==> src/rtl/ysyx_25030085_lsu_pkg.sv <==
// Shared definitions for the load/store unit: MemOp encodings (common with the decoder),
// FSM state encodings, bus response codes and request legality helpers.
package ysyx_25030085_lsu_pkg;

  typedef enum logic [2:0] {
    MEM_B  = 3'b000,
    MEM_H  = 3'b001,
    MEM_W  = 3'b010,
    MEM_BU = 3'b100,
    MEM_HU = 3'b101
  } mem_op_e;

  typedef enum logic [2:0] {
    IDLE,
    RD_A,
    RD_D,
    WR_AW,
    WR_B,
    RESP
  } state_e;

  localparam logic [1:0] RESP_OKAY = 2'b00;

  // Unsigned variants only make sense for loads; stores accept b/h/w only.
  function automatic logic op_is_legal(input logic wen, input logic [2:0] op);
    case (op)
      MEM_B, MEM_H, MEM_W: return 1'b1;
      MEM_BU, MEM_HU:      return !wen;
      default:             return 1'b0;
    endcase
  endfunction

  function automatic logic op_is_misaligned(input logic [2:0] op, input logic [1:0] addr_lo);
    case (op)
      MEM_H, MEM_HU: return addr_lo[0];
      MEM_W:         return addr_lo != 2'b00;
      default:       return 1'b0;
    endcase
  endfunction

endpackage

==> src/rtl/ysyx_25030085_lsu_align.sv <==
// Combinational lane logic: store data replication and byte strobes, and load lane
// extraction with sign/zero extension.
module ysyx_25030085_lsu_align
  import ysyx_25030085_lsu_pkg::*;
(
  input  logic [2:0]  st_op,
  input  logic [1:0]  st_addr_lo,
  input  logic [31:0] st_data,
  output logic [31:0] st_wdata,
  output logic [3:0]  st_wstrb,
  input  logic [2:0]  ld_op,
  input  logic [1:0]  ld_addr_lo,
  input  logic [31:0] ld_rdata,
  output logic [31:0] ld_data
);

  logic [7:0]  ld_byte;
  logic [15:0] ld_half;

  // Strobes are 4 bits wide, so anything shifted past lane 3 simply falls off.
  always_comb begin
    st_wdata = st_data;
    st_wstrb = 4'b1111;
    case (st_op)
      MEM_B: begin
        st_wdata = {4{st_data[7:0]}};
        st_wstrb = 4'b0001 << st_addr_lo;
      end
      MEM_H: begin
        st_wdata = {2{st_data[15:0]}};
        st_wstrb = 4'b0011 << {st_addr_lo[1], 1'b0};
      end
      default: ;
    endcase
  end

  always_comb begin
    ld_byte = 8'(ld_rdata >> {ld_addr_lo, 3'b000});
    ld_half = ld_addr_lo[1] ? ld_rdata[31:16] : ld_rdata[15:0];
    case (ld_op)
      MEM_B:   ld_data = {{24{ld_byte[7]}}, ld_byte};
      MEM_H:   ld_data = {{16{ld_half[15]}}, ld_half};
      MEM_BU:  ld_data = {24'h0, ld_byte};
      MEM_HU:  ld_data = {16'h0, ld_half};
      default: ld_data = ld_rdata;
    endcase
  end

endmodule

==> src/rtl/ysyx_25030085_lsu.sv <==
// Load/store unit: one core request at a time turned into an AXI4-Lite-style bus transaction.
// Optional: define LSU_MISALIGN_CHECK_EN to reject misaligned half/word accesses without bus traffic.
module ysyx_25030085_lsu
  import ysyx_25030085_lsu_pkg::*;
#(
  parameter int ADDR_W = 32,
  parameter int DATA_W = 32
) (
  input  logic              clock,
  input  logic              reset,
  input  logic              req_valid,
  output logic              req_ready,
  input  logic              req_wen,
  input  logic [2:0]        req_op,
  input  logic [ADDR_W-1:0] req_addr,
  input  logic [DATA_W-1:0] req_wdata,
  output logic              resp_valid,
  input  logic              resp_ready,
  output logic [DATA_W-1:0] resp_rdata,
  output logic              resp_err,
  output logic [ADDR_W-1:0] araddr,
  output logic              arvalid,
  input  logic              arready,
  input  logic [DATA_W-1:0] rdata,
  input  logic [1:0]        rresp,
  input  logic              rvalid,
  output logic              rready,
  output logic [ADDR_W-1:0] awaddr,
  output logic              awvalid,
  input  logic              awready,
  output logic [DATA_W-1:0] wdata,
  output logic [3:0]        wstrb,
  output logic              wvalid,
  input  logic              wready,
  input  logic [1:0]        bresp,
  input  logic              bvalid,
  output logic              bready
);

  state_e              state_q, state_d;
  logic                wen_q, wen_d;
  logic [2:0]          op_q, op_d;
  logic [ADDR_W-1:0]   addr_q, addr_d;
  logic [DATA_W-1:0]   wdata_q, wdata_d;
  logic [3:0]          wstrb_q, wstrb_d;
  logic                aw_done_q, aw_done_d;
  logic                w_done_q, w_done_d;
  logic [DATA_W-1:0]   rdata_q, rdata_d;
  logic                err_q, err_d;
  logic                req_ready_q, req_ready_d;
  logic                arvalid_q, arvalid_d;
  logic                rready_q, rready_d;
  logic                awvalid_q, awvalid_d;
  logic                wvalid_q, wvalid_d;
  logic                bready_q, bready_d;
  logic                resp_valid_q, resp_valid_d;

  logic [31:0]         st_wdata;
  logic [3:0]          st_wstrb;
  logic [31:0]         ld_data;
  logic                misalign;

  ysyx_25030085_lsu_align u_align (
    .st_op      (req_op),
    .st_addr_lo (req_addr[1:0]),
    .st_data    (req_wdata),
    .st_wdata   (st_wdata),
    .st_wstrb   (st_wstrb),
    .ld_op      (op_q),
    .ld_addr_lo (addr_q[1:0]),
    .ld_rdata   (rdata),
    .ld_data    (ld_data)
  );

`ifdef LSU_MISALIGN_CHECK_EN
  assign misalign = op_is_misaligned(req_op, req_addr[1:0]);
`else
  assign misalign = 1'b0;
`endif

  always_comb begin
    state_d   = state_q;
    wen_d     = wen_q;
    op_d      = op_q;
    addr_d    = addr_q;
    wdata_d   = wdata_q;
    wstrb_d   = wstrb_q;
    aw_done_d = aw_done_q;
    w_done_d  = w_done_q;
    rdata_d   = rdata_q;
    err_d     = err_q;

    unique case (state_q)
      IDLE: begin
        if (req_valid && req_ready_q) begin
          wen_d     = req_wen;
          op_d      = req_op;
          addr_d    = req_addr;
          wdata_d   = '0;
          wstrb_d   = '0;
          aw_done_d = 1'b0;
          w_done_d  = 1'b0;
          rdata_d   = '0;
          err_d     = 1'b0;
          if (!op_is_legal(req_wen, req_op) || misalign) begin
            state_d = RESP;
            err_d   = 1'b1;
          end else if (req_wen) begin
            state_d = WR_AW;
            wdata_d = st_wdata;
            wstrb_d = st_wstrb;
          end else begin
            state_d = RD_A;
          end
        end
      end
      RD_A: if (arready) state_d = RD_D;
      RD_D: begin
        if (rvalid) begin
          rdata_d = ld_data;
          err_d   = (rresp != RESP_OKAY);
          state_d = RESP;
        end
      end
      // Address and data handshakes complete independently, possibly in the same cycle.
      WR_AW: begin
        aw_done_d = aw_done_q | (awvalid_q & awready);
        w_done_d  = w_done_q | (wvalid_q & wready);
        if (aw_done_d && w_done_d) state_d = WR_B;
      end
      WR_B: begin
        if (bvalid) begin
          rdata_d = '0;
          err_d   = (bresp != RESP_OKAY);
          state_d = RESP;
        end
      end
      RESP: if (resp_ready) state_d = IDLE;
      default: state_d = IDLE;
    endcase

    // Handshake outputs are registered from the next state so they are glitch-free
    // and stay stable while waiting for the other side.
    req_ready_d  = (state_d == IDLE);
    arvalid_d    = (state_d == RD_A);
    rready_d     = (state_d == RD_D);
    awvalid_d    = (state_d == WR_AW) && !aw_done_d;
    wvalid_d     = (state_d == WR_AW) && !w_done_d;
    bready_d     = (state_d == WR_B);
    resp_valid_d = (state_d == RESP);
  end

  // NOTE: async reset clears every flop, so all outputs (req_ready included) read 0 while
  // reset is high; state flops use non-blocking assignments so all update on the same edge.
  always_ff @(posedge clock or posedge reset) begin
    if (reset) begin
      state_q      <= IDLE;
      wen_q        <= 1'b0;
      op_q         <= '0;
      addr_q       <= '0;
      wdata_q      <= '0;
      wstrb_q      <= '0;
      aw_done_q    <= 1'b0;
      w_done_q     <= 1'b0;
      rdata_q      <= '0;
      err_q        <= 1'b0;
      req_ready_q  <= 1'b0;
      arvalid_q    <= 1'b0;
      rready_q     <= 1'b0;
      awvalid_q    <= 1'b0;
      wvalid_q     <= 1'b0;
      bready_q     <= 1'b0;
      resp_valid_q <= 1'b0;
    end else begin
      state_q      <= state_d;
      wen_q        <= wen_d;
      op_q         <= op_d;
      addr_q       <= addr_d;
      wdata_q      <= wdata_d;
      wstrb_q      <= wstrb_d;
      aw_done_q    <= aw_done_d;
      w_done_q     <= w_done_d;
      rdata_q      <= rdata_d;
      err_q        <= err_d;
      req_ready_q  <= req_ready_d;
      arvalid_q    <= arvalid_d;
      rready_q     <= rready_d;
      awvalid_q    <= awvalid_d;
      wvalid_q     <= wvalid_d;
      bready_q     <= bready_d;
      resp_valid_q <= resp_valid_d;
    end
  end

  assign req_ready  = req_ready_q;
  assign resp_valid = resp_valid_q;
  assign resp_rdata = rdata_q;
  assign resp_err   = err_q;
  assign araddr     = {addr_q[ADDR_W-1:2], 2'b00};
  assign arvalid    = arvalid_q;
  assign rready     = rready_q;
  assign awaddr     = {addr_q[ADDR_W-1:2], 2'b00};
  assign awvalid    = awvalid_q;
  assign wdata      = wdata_q;
  assign wstrb      = wstrb_q;
  assign wvalid     = wvalid_q;
  assign bready     = bready_q;

endmodule

==> config.mk <==
export PLATFORM = sky130hd
export DESIGN_NAME = ysyx_25030085_lsu
export DESIGN_NICKNAME = d
export VERILOG_FILES = /design/src/rtl/ysyx_25030085_lsu_pkg.sv /design/src/rtl/ysyx_25030085_lsu_align.sv /design/src/rtl/ysyx_25030085_lsu.sv
export SDC_FILE = /design/constraint.sdc
export NUM_CORES = 1
export LEC_CHECK = 0
export BUFFER_PORTS_ARGS = -buffer_cell sky130_fd_sc_hd__buf_4
export CORE_MARGIN = 2
export CORE_UTILIZATION = 45
export DETAILED_ROUTE_END_ITERATION = 16
export PLACE_DENSITY = 0.76
export REMOVE_ABC_BUFFERS = 1
export SYNTH_ARGS = -nofsm -noshare
export SYNTH_HDL_FRONTEND = slang
export SYNTH_SLANG_ARGS = --single-unit
==> constraint.sdc <==
create_clock -name clock -period 7.3 [get_ports clock]
set_clock_uncertainty 0.1 [all_clocks]
set_input_delay 1.095 -clock clock [delete_from_list [all_inputs] [get_ports clock]]
set_output_delay 1.095 -clock clock [all_outputs]
set_load 0.01 [all_outputs]
Word-level counts from Yosys, hierarchy flattened
Index checks and enable logic that the tools add are counted.
Widths: inputs -> output; s select.
{"block": "op_classes", "eq_ne": 20, "n_shift": 3, "n_mux": 33, "bitwise": 4, "n_reduce_logical": 18}
{"operator": "$mux 32", "count": 5}
{"operator": "$pmux 32 s4", "count": 1}
{"operator": "$pmux 32 s3", "count": 1}
{"operator": "$pmux 32 s2", "count": 1}
{"operator": "$shr 32x5->8", "count": 1}
{"operator": "$eq 3x3->1 const B", "count": 8}
{"operator": "$mux 3", "count": 7}
{"operator": "$pmux 3 s6", "count": 1}
{"operator": "$mux 16", "count": 1}
{"operator": "$eq 3x2->1 const B", "count": 5}
{"operator": "$eq 3x1->1 const B", "count": 4}
{"operator": "$logic_not 3->1", "count": 4}
{"operator": "$mux 1", "count": 8}
{"operator": "$mux 4", "count": 2}
{"operator": "$pmux 4 s2", "count": 1}
{"operator": "$ne 2x2->1 const B", "count": 3}
{"operator": "$pmux 1 s2", "count": 3}
{"operator": "$logic_and 1x1->1", "count": 4}
{"operator": "$reduce_and 4->1", "count": 1}
{"operator": "$reduce_bool 2->1", "count": 2}
{"operator": "$shl 1x2->4 const A", "count": 1}
{"operator": "$shl 2x2->4 const A", "count": 1}
{"operator": "$logic_not 1->1", "count": 3}
{"operator": "$pmux 1 s3", "count": 1}
{"operator": "other kinds (7)", "count": 9}
{"block": "word_totals", "register_bits": 116, "input_bits": 113, "out_inout_bits": 140, "wordCells": 94}

Depth between registers and ports, before layout
{"block": "logic_depth", "word_depth": 10, "ltp_mapped": 7, "ltp_nobuf": 4}

Cells and area by module
From an unflattened synthesis, not the netlist that was laid out.
{"block": "hier_totals", "hier_cells": 750, "hier_area_um2": 6506.2}
{"mod": "ysyx_25030085_lsu", "n_inst": 1, "cells_each": 580, "area_each_um2": 5176.2, "seq_area_each_um2": 2902.8}
{"mod": "ysyx_25030085_lsu_align", "n_inst": 1, "cells_each": 170, "area_each_um2": 1330.0, "seq_area_each_um2": 0.0}

Worst setup path after synthesis
No wires, ideal clock.
{"block": "synth_timing", "path_type": "input to register", "startpoint": "in rdata[31]", "endpoint": "reg rdata_q[16], in the netlist resp_rdata[16]", "arrival_ns": 2.116, "required_ns": 7.079, "setup_slack_ns": 4.962, "path_stages": 5, "n_path_buf": 1, "path_cell_list": "mux4_2 > or2_4 > nand3_4 > buf_6 > nand2_1"}
{"block": "synth_via", "elab_chain_cells": 4, "elab_cells_between_ends": 5, "classes_between": "shift (1); mux (4)"}
{"item": "start: declaration", "line_no": "ysyx_25030085_lsu.sv:24", "source": "input logic [DATA_W-1:0] rdata,"}
{"item": "$shr 32x5->8 or $mux 16 (tied branches)", "line_no": "ysyx_25030085_lsu_align.sv:38, ysyx_25030085_lsu_align.sv:39"}
{"item": "$pmux 32 s4 *", "line_no": "ysyx_25030085_lsu_align.sv:40", "source": "case (ld_op)"}
{"item": "$mux 32 *", "line_no": "ysyx_25030085_lsu.sv:119", "source": "if (rvalid) begin"}
{"item": "$pmux 32 s3 *", "line_no": "ysyx_25030085_lsu.sv:93", "source": "unique case (state_q)"}
{"item": "end signal: assignment", "line_no": "ysyx_25030085_lsu.sv:183", "source": "rdata_q <= rdata_d;"}
{"item": "end: declaration", "line_no": "ysyx_25030085_lsu.sv:48", "source": "logic [DATA_W-1:0] rdata_q, rdata_d;"}
Mark *: on every way between the ends. The rest lies on a longest branch, timed or not. The select of a mux whose other input is x is not followed.
A chain may end at the register's enable or synchronous reset.

Worst setup path in the final report
{"block": "layout_timing", "startpoint": "in req_op[0]", "endpoint": "reg wdata_q[26], in the netlist wdata[26]"}
{"block": "layout_via", "elab_chain_cells": 6, "elab_cells_between_ends": 13, "classes_between": "eq/ne (4); mux (6); reduce/logical (3)"}
{"item": "start: declaration", "line_no": "ysyx_25030085_lsu.sv:14", "source": "input logic [2:0] req_op,"}
{"item": "$eq 3x2->1, or another cell as far along", "line_no": "ysyx_25030085_lsu_pkg.sv:26", "source": "case (op)"}
{"item": "$reduce_or 3->1 or $reduce_or 2->1 (tied branches)", "line_no": "ysyx_25030085_lsu_pkg.sv:26"}
{"item": "$pmux 1 s2", "line_no": "ysyx_25030085_lsu_pkg.sv:26"}
{"item": "$mux 1", "line_no": "ysyx_25030085_lsu.sv:95", "source": "if (req_valid && req_ready_q) begin"}
{"item": "$mux 1", "line_no": "ysyx_25030085_lsu.sv:93"}
{"item": "$mux 32 *", "line_no": "ysyx_25030085_lsu.sv:105", "source": "if (!op_is_legal(req_wen, req_op) || misalign) begin"}
{"item": "end signal: assignment", "line_no": "ysyx_25030085_lsu.sv:179", "source": "wdata_q <= wdata_d;"}
{"item": "end: declaration", "line_no": "ysyx_25030085_lsu.sv:44", "source": "logic [DATA_W-1:0] wdata_q, wdata_d;"}
Marked as above.

==> impl_metrics.tcl <==
set metrics [dict create \
    fin_util_pct 62.1 \
    crit_path_top_delay_cell "and2_1" \
    start_kind "input pin" \
    postCtsHoldBufs 0 \
    cts_max_level 4 \
    hold_end "resp_rdata[4]" \
    r2r_slack_ns 4.95 \
    io_buffer_count 248 \
    dieArea_um2 13900 \
    critPathMaxFanout 16 \
    clk_root_buffer_cell "clkbuf_16" \
    synth_edf_count 0 \
    async_flop_share_pct 100 \
    layout_commonest_cell "buf_4" \
    maxSlewViolCount 0 \
    drt_iter0_markers 360 \
    clkSlewWorstSetupHoldPaths_ns 0.05 \
    cts_buffers 17 \
    die_width_um 118 \
    areaGrowthSynthToFinish_pct 34.4 \
    grt_antenna_before_repair 0 \
    firstDrtPassIters 7 \
    grt_pass1_wl_um 26600 \
    synth_top_area_cell "dfrtp_1" \
    cp_cell_sequence "buf_4, a21oi_2, and2_1, nand2_1, o21ai_0" \
    grt_pass1_vias 5139 \
    fin_setup_tns_ns 0 \
    core-area_um2 12700 \
    p_leak_uw 0.00412 \
    vias 5068 \
    yosys.area_share.adder_pct 0 \
    seq_area_frac_synth_pct 49.6 \
    finalHoldViolations 0 \
    holdPathStages 2 \
    ios 253 \
    setup_viol_count_final 0 \
    timing.rr.end "wdata[26]" \
    min_from "resp_rdata[4]" \
    fmax_ghz 0.384 \
    cts_tree "done" \
    crit_type "input pin to flop" \
    slowest_delay_ns 0.55 \
    drv_cap 0 \
    wire_per_inst_um 16.8 \
    fp-row-count 41 \
    ys_ff_latch 116 \
    yosys-top-cells-area "dfrtp_1, nand2_1, buf_4" \
    status "finished clean" \
    powerDensity_nw_per_um2 417 \
    track_usage_pct 24.3 \
    cts_resized 0 \
    hold_class "flop to flop" \
    synth-xor-area-share_pct 0 \
    routed_wirelength_um 16500 \
    drc 0 \
    synth_ff_type "dfrtp_1" \
    ant_nets 0 \
    yosys_warnings 0 \
    clkSinkCount 116 \
    synthCells 623 \
    min_period_ns 2.60 \
    layout_common_cells "buf_4, nand2_1, dfrtp_1" \
    worstSetupEndpointType "flop" \
    critPathArrivalTime_ns 2.82 \
    synth.avg_cell_area_um2 9.40 \
    multi_input_area_um2 2300 \
    post_cts_buffers 0 \
    synth_top_family_by_area "simple AND/OR/NAND/NOR gates" \
    synth_top_area_share_pct 49.6 \
    synth_compound_area_share_pct 12.2 \
    clock_latency_ns 0.40 \
    antenna_cells 0 \
    gp_congestion 0.882 \
    regArea_um2 2900 \
    r2r_start "state_q[2]" \
    relSlewSlack_pct 45.8 \
    worst_slew_pin_slew_ns 0.813 \
    vias_per_cell 5.17 \
    grt-ovfl-total 0 \
    critPathTopFamily "simple AND/OR/NAND/NOR gates" \
    num-nets-final 911 \
    cp.required_ns 7.51 \
    r2r_cells 5 \
    nFillCells 1060 \
    hpwl_um 12100 \
    grt_max_degree 81 \
    ir_drop_v 0.000250 \
    critPathBufInv 1 \
    synthSimpleGateAreaFrac_pct 20.5 \
    rsz0062_at_grt "no" \
    initial_utilization_pct 46.2 \
    syn-cell-area_um2 5860 \
    die_h_um 118 \
    dp_slack_ns 4.27 \
    fin_ws_ns 4.70 \
    ys_types 52 \
    drive_gt1_share_pct 37.8 \
    fin_crit_sh_pct 35.7 \
    cts.path.max_buffers 2 \
    synth_mux_area_share_pct 6.17 \
]
## layer usage
layer	GRT usage (%)	part of all wire, %
met5	0	0
met4	10.2	2.6
met3	5.81	6.3
met2	43.8	53
met1	27.3	38
## area by class of cell
cell class	instances	share of cell area, %
timing repair buffer	252	24.0
tap	172	2.73
inverter	4	0.223
multi-input combinational	407	29.2
clock buffer	25	6.30
sequential	116	36.9
clock inverter	5	0.636
## cells in the mapped netlist, drive strengths merged, types with 3 or more instances
| cell | instances |
|---|---|
| a32o | 8 |
| or2 | 4 |
| clkbuf | 18 |
| inv | 4 |
| nand2 | 200 |
| nand3b | 4 |
| nor3 | 5 |
| mux2i | 26 |
| nor3b | 3 |
| o31ai | 15 |
| a21oi | 11 |
| o21a | 3 |
| nor2 | 17 |
| mux2 | 7 |
| o21ai | 34 |
| o221ai | 7 |
| nand2b | 11 |
| nand3 | 11 |
| buf | 81 |
| a22oi | 16 |
| dfrtp | 116 |
## worst min-delay path: cells and delay by family, from the launching register on
family | cells | cell delay (ns)
and+or+nand+nor | 1 | 0.05
DFF | 1 | 0.34
AOI/OAI and AO/OA | 1 | 0.05
## state kept, by name, indices dropped and copies added, names as in the netlist
register and flops:
aw_done_q 1, awvalid 1, addr_q 32, resp_valid 1, bready 1, resp_rdata 32
op_q 3, rready 1, w_done_q 1, req_ready 1, wvalid 1, arvalid 1
state_q 3, resp_err 1, wstrb 4, wdata 32
## kinds of logic after synthesis
kind of cell,Yosys count
other,1
and+or+nand+nor,266
buffers and inverters,103
AOI/OAI and AO/OA,103
DFF,116
muxes,34
## report_power, final
group          switching (uW)  leakage, uW  internal, uW
Clock                     270     0.000273           497
Sequential                244      0.00154           917
Combinational             689      0.00232           665
Total                    1200      0.00412          2080
## metrics by stage
stage	area [um^2]	total power [uW]	hold WS, ns	cells
3_3_place_gp	7320	2490	0.357	951
2_1_floorplan	5210	1760	0.369	527
5_1_grt	7870	3490	0.400	981
3_5_place_dp	7320	2530	0.362	951
6_report	7870	3280	0.375	981
4_1_cts	7870	3310	0.378	981
## worst max path at each step
stage / from / to / slack, ns / depth (start not counted)
4_1_cts: req_op[0] / wdata[26] / 4.70 / 5
2_1_floorplan: reset / addr_q[0] / 3.03 / 1
6_report: req_op[0] / wdata[26] / 4.70 / 5
3_5_place_dp: req_op[0] / wdata[26] / 4.27 / 5
5_1_grt: req_op[0] / wdata[26] / 4.49 / 5
3_3_place_gp: req_op[0] / wdata[31] / 4.39 / 5
Power figures use the tool's default switching activity.
